[config.mk]
export PLATFORM = sky130hd
export DESIGN_NAME = div_seq_32_bit
export DESIGN_NICKNAME = d
export VERILOG_FILES = /design/src/rtl/div_seq_32_bit.sv
export SDC_FILE = /design/constraint.sdc
export NUM_CORES = 1
export LEC_CHECK = 0
export ABC_AREA = 1
export ABC_CLOCK_PERIOD_IN_PS = 3100
export BUFFER_PORTS_ARGS = -buffer_cell sky130_fd_sc_hd__clkbuf_2
export CAP_MARGIN = 40
export CELL_PAD_IN_SITES_DETAIL_PLACEMENT = 1
export CELL_PAD_IN_SITES_GLOBAL_PLACEMENT = 1
export CORE_MARGIN = 2
export CORE_UTILIZATION = 36
export CTS_CLUSTER_DIAMETER = 60
export DETAILED_ROUTE_END_ITERATION = 7
export PLACE_DENSITY = 0.68
export SYNTH_ARGS = -nofsm -noshare
export SYNTH_HDL_FRONTEND = slang
export SYNTH_SLANG_ARGS = --single-unit
[constraint.sdc]
create_clock -name clock -period 3.1 [get_ports clock]
set_input_delay 0.155 -clock clock [delete_from_list [all_inputs] [get_ports clock]]
set_output_delay 0.155 -clock clock [all_outputs]
set_load 0.01 [all_outputs]
[src/rtl/div_seq_32_bit.sv]
// div_seq_32_bit
//   Multi-cycle signed 32-bit non-restoring divider for the ALU DIV path.
//   One quotient bit is produced per clock. A normal division takes 33 edges
//   from the accepting edge to valid C. A zero divisor takes 1 edge.
//
// Ports
//   clock        system clock, rising edge
//   clear        asynchronous active-low reset
//   start        one-cycle request, sampled only while idle
//   Y            dividend (two's complement), sampled on the accepting edge
//   BusMuxOut    divisor  (two's complement), sampled on the accepting edge
//   busy         high while a division is in progress
//   done         one-cycle pulse when C is valid
//   div_by_zero  set with done when the divisor was 0, cleared on next accept
//   C            {remainder, quotient}, held from done until the next result
module div_seq_32_bit (
    input  logic        clock,
    input  logic        clear,
    input  logic        start,
    input  logic [31:0] Y,
    input  logic [31:0] BusMuxOut,
    output logic        busy,
    output logic        done,
    output logic        div_by_zero,
    output logic [63:0] C
);

    typedef enum logic [1:0] {
        IDLE = 2'd0,
        RUN  = 2'd1,
        FIX  = 2'd2,
        ZERO = 2'd3
    } state_t;

    state_t      state, state_next;

    logic [32:0] a;          // signed partial remainder
    logic [31:0] q;          // quotient bits (dividend magnitude at start)
    logic [31:0] m;          // divisor magnitude
    logic [4:0]  cnt;        // iteration counter 0..31
    logic        sign_y;
    logic        sign_m;

    logic        accept;
    logic [31:0] mag_y;
    logic [31:0] mag_m;
    logic [32:0] a_shift;
    logic [32:0] a_step;
    logic [32:0] a_fix;
    logic [31:0] quo;
    logic [31:0] rem;

    assign accept = (state == IDLE) && start;
    assign busy   = (state != IDLE);

    // Two's-complement magnitude; 0x80000000 maps to itself, which is the
    // correct unsigned magnitude of -2^31.
    assign mag_y = Y[31]         ? (~Y + 32'd1)         : Y;
    assign mag_m = BusMuxOut[31] ? (~BusMuxOut + 32'd1) : BusMuxOut;

    // Next-state logic
    always_comb begin
        state_next = state;
        case (state)
            IDLE: if (start) state_next = (BusMuxOut == 32'd0) ? ZERO : RUN;
            RUN:  if (cnt == 5'd31) state_next = FIX;
            FIX:  state_next = IDLE;
            ZERO: state_next = IDLE;
            default: state_next = IDLE;
        endcase
    end

    always_ff @(posedge clock or negedge clear) begin
        if (!clear) state <= IDLE;
        else        state <= state_next;
    end

    // Iteration and correction arithmetic
    always_comb begin
        a_shift = {a[31:0], q[31]};
        a_step  = a_shift;
        a_fix   = a;
        // Non-restoring step: the sign of A before the shift picks subtract
        // or add-back.
        if (!a[32]) a_step = a_shift - {1'b0, m};
        else        a_step = a_shift + {1'b0, m};
        if (a[32])  a_fix  = a + {1'b0, m};
        quo = (sign_y ^ sign_m) ? (~q + 32'd1) : q;
        rem = sign_y ? (~a_fix[31:0] + 32'd1) : a_fix[31:0];
    end

    // Datapath and registered outputs
    always_ff @(posedge clock or negedge clear) begin
        if (!clear) begin
            a           <= 33'd0;
            q           <= 32'd0;
            m           <= 32'd0;
            cnt         <= 5'd0;
            sign_y      <= 1'b0;
            sign_m      <= 1'b0;
            done        <= 1'b0;
            div_by_zero <= 1'b0;
            C           <= 64'd0;
        end else begin
            done <= 1'b0;
            case (state)
                IDLE: begin
                    if (accept) begin
                        sign_y      <= Y[31];
                        sign_m      <= BusMuxOut[31];
                        m           <= mag_m;
                        a           <= 33'd0;
                        cnt         <= 5'd0;
                        div_by_zero <= 1'b0;
                        // With a zero divisor no iteration runs; Q carries the
                        // raw dividend into the HI half of the result instead.
                        q           <= (BusMuxOut == 32'd0) ? Y : mag_y;
                    end
                end
                RUN: begin
                    a   <= a_step;
                    q   <= {q[30:0], ~a_step[32]};
                    cnt <= cnt + 5'd1;
                end
                FIX: begin
                    a    <= a_fix;
                    C    <= {rem, quo};
                    done <= 1'b1;
                end
                ZERO: begin
                    C           <= {q, 32'hFFFF_FFFF};
                    div_by_zero <= 1'b1;
                    done        <= 1'b1;
                end
                default: ;
            endcase
        end
    end

endmodule
==> impl_metrics.env <==
export IMPL_status="finished, violations left"
export IMPL_violations="negative setup slack"
export IMPL_fin_crit_sh_pct=127
export IMPL_setup_tns_ns=-19.32
export IMPL_r2r_end="a[26]"
export IMPL_rows=76
export IMPL_synthFlopType="dfrtp_1"
export IMPL_gp_congestion=0.924
export IMPL_crit_end="a[26]"
export IMPL_cts_tree="yes"
export IMPL_synth_top_cell_area_share_pct=27.4
export IMPL_ys_seq_area_share_pct=27.4
export IMPL_crit_path_max_fanout=3
export IMPL_yosysWarningCount=0
export IMPL_syn_nets=2592
export IMPL_num_fill_cells=5570
export IMPL_ant_nets=0
export IMPL_netlist_instances=2447
export IMPL_stdcell_count=3538
export IMPL_period_minus_slack_ns=3.95
export IMPL_dp_cells=3394
export IMPL_grt_first_pass_wirelength_mm=109
export IMPL_antennaDiodeCount=0
export IMPL_rsz0062_at_grt="true"
export IMPL_rr_worst_depth=24
export IMPL_clk_path_buf_depth=2
export IMPL_ys_types=56
export IMPL_drc=0
export IMPL_grt_max_degree=85
export IMPL_drive_gt1_share_pct=33.3
export IMPL_grt_overflow_total=0
export IMPL_htree_levels=4
export IMPL_synth_area_mm2=0.0157
export IMPL_cts_sinks=172
export IMPL_reg2reg_from="m[1]"
export IMPL_root_buffer="clkbuf_16"
export IMPL_grt_pass1_vias=19200
export IMPL_fmax_mhz=253
export IMPL_worstMarginPinSlew_ns=0.804
export IMPL_antenna_found_initial=4
export IMPL_fp_dieW_um=213
export IMPL_synth_area_leaders="dfrtp_1, nand2_1, inv_1"
export IMPL_fin_ws_ns=-0.846
export IMPL_drt_total_wl_mm=75.9
export IMPL_yosysTopAreaCell="dfrtp_1"
export IMPL_hold_path_class="input pin to flop"
export IMPL_crit_arrival_ns=4.33
export IMPL_grt_util_all_layers_pct=31.7
export IMPL_synthArstFlopShare_pct=100
export IMPL_cts_buffers=17
export IMPL_die_area_mm2=0.0453
export IMPL_core_area_mm2=0.0431
export IMPL_wl_per_cell_um=21.5
export IMPL_setup_viol=47
export IMPL_endpoint_kind="flop"
export IMPL_worst_setup_hold_path_clk_slew_ns=0.08
export IMPL_synth_edf_count=0
export IMPL_vias=19000
export IMPL_hold_violations=0
export IMPL_drv_slew=0
export IMPL_ys_seq_elements=172
export IMPL_portBuffers=133
export IMPL_drv_cap=0
export IMPL_nNetsFinal=3085
export IMPL_ioPinCount=134
export IMPL_path_class="flop to flop"
export IMPL_clk_latency_ns=0.51
export IMPL_first_pass_iters=5
export IMPL_syn_to_final_growth_pct=44.5
export IMPL_critPathRequiredTime_ns=3.48
export IMPL_hpwl_mm=55.0
export IMPL_r2r_setup_slack_ns=-0.85
export IMPL_clock_skew_ns=0.0120
export IMPL_relSlewSlack_pct=46.4
export IMPL_cp_start_kind="flop"
export IMPL_startpoint="m[1]"
export IMPL_die_h_um=213
export IMPL_syn_area_per_cell_um2=6.42
export IMPL_drtIter0Drc=1396
export IMPL_start_util_pct=36.5
export IMPL_vias_per_cell=5.37
[cell type report]
class	instances	area, µm²	area share, %
Sequential cell	172	4310	19.0
Tap cell	585	732	3.22
Timing Repair Buffer	545	4010	17.7
Clock inverter	15	229	1.01
Inverter	355	1350	5.95
Multi-Input combinational cell	1849	11600	51.3
Clock buffer	17	425	1.87
[synth_stat cells (4+ instances only)]
cell	n
nand2_1	626
inv_1	344
nor2_1	243
o21ai_0	214
dfrtp_1	172
nand3_1	153
a21oi_1	133
xor2_1	93
ha_1	76
clkbuf_1	51
o22ai_1	33
a22oi_1	32
nor3_1	31
nand4_1	27
xnor2_1	23
o21ai_1	20
a31oi_1	15
buf_2	15
nor4_1	14
nand2_2	12
nor2_2	12
or2_2	11
a22o_1	9
inv_2	9
nor3_2	9
nand3_2	8
a21o_1	6
o21bai_1	6
nor2_4	4
o21ai_2	4
o31ai_1	4
[logic make-up after synthesis]
family	count (synthesis)	share of synthesized area (%)
AOI/OAI and AO/OA	490	17.4
xor gates and xnor gates	117	6.64
DFF	172	27.4
buffers and inverters	426	10.4
adders and majority gates	78	6.31
and+or+nand+nor	1164	31.8
[state kept, by name, summed over array words and instances (netlist names)]
signal       cells
m               32
div_by_zero      1
sign_y           1
C               64
q               32
a               33
sign_m           1
state            2
cnt              5
done             1
[worst min-delay path by stage]
stage,start,end,slack (ns),cells past startpoint
detailed placement,clear,q[9],0.26,1
global route,Y[31],sign_y,0.02,3
floorplan,clear,C[0],-0.14,0
CTS,BusMuxOut[27],m[27],0.0002,5
finish,BusMuxOut[27],m[27],0.01,5
global placement,clear,q[9],0.25,1
[repair_timing]
item | in CTS | in global routing
hold buffers | 14 | 0
resized for setup | 206 | 337
endpoints found under the setup margin | 45 | 54
setup buffers | 57 | 52
pin swaps | 88 | 165
endpoints found under the hold margin | 94 | 0
[metrics by stage]
stage | hold slack, ns | setup WS, ns | util [%] | cell area, µm²
floorplan | -0.141 | -0.198 | - | 15800
CTS | 0.000202 | -0.753 | 49.0 | 21100
finish | 0.0145 | -0.846 | 52.7 | 22700
global route | 0.0191 | -1.03 | 52.7 | 22700
global placement | 0.248 | -0.673 | 44.5 | 19200
detailed placement | 0.261 | -0.830 | 44.6 | 19200
[critical path, cell delays in order (launching register included)]
cell,delay (ns)
dfrtp_1,0.44
buf_6,0.15
nor3_4,0.24
nand2_2,0.12
nor3_4,0.20
nand2_2,0.11
nor2_4,0.15
nand3_4,0.09
nor3_4,0.19
buf_4,0.16
nor2_2,0.04
xor2_2,0.22
ha_4,0.31
nand2_4,0.05
buf_6,0.12
nor4_4,0.31
nand3_1,0.14
nand3_2,0.12
nand2_1,0.06
o211ai_1,0.12
a21oi_1,0.11
o21ai_1,0.14
o21ai_1,0.09
nand2_1,0.07
o21ai_1,0.06
[per-layer routing]
layer,wire length (µm),vias up,global-route usage (%),share of wire [%]
met5,0,-,0,0
met4,4120,0,14.6,5.4
met3,3670,173,3.79,4.8
met2,35400,526,51.1,47
met1,32700,9351,42.4,43
li1,-,8956,-,-
[cells in the final DEF (no fill, tap or decap), types with 38 or more instances in the layout]
cell type / Yosys / layout
buf_6: 2 / 41
inv_1: 344 / 324
nand2_2: 12 / 88
clkbuf_2: 0 / 132
a21oi_1: 133 / 92
nand3_2: 8 / 48
xor2_1: 93 / 89
o21ai_1: 20 / 65
nor2_2: 12 / 38
nand2_4: 1 / 40
ha_1: 76 / 58
o21ai_0: 214 / 151
buf_4: 0 / 353
nor2_1: 243 / 203
nand2_1: 626 / 511
nand3_1: 153 / 96
dfrtp_1: 172 / 165
Power is left out: the tool's default activity adds up to more than one toggle a clock period on the data nets, which glitch-free logic cannot reach.
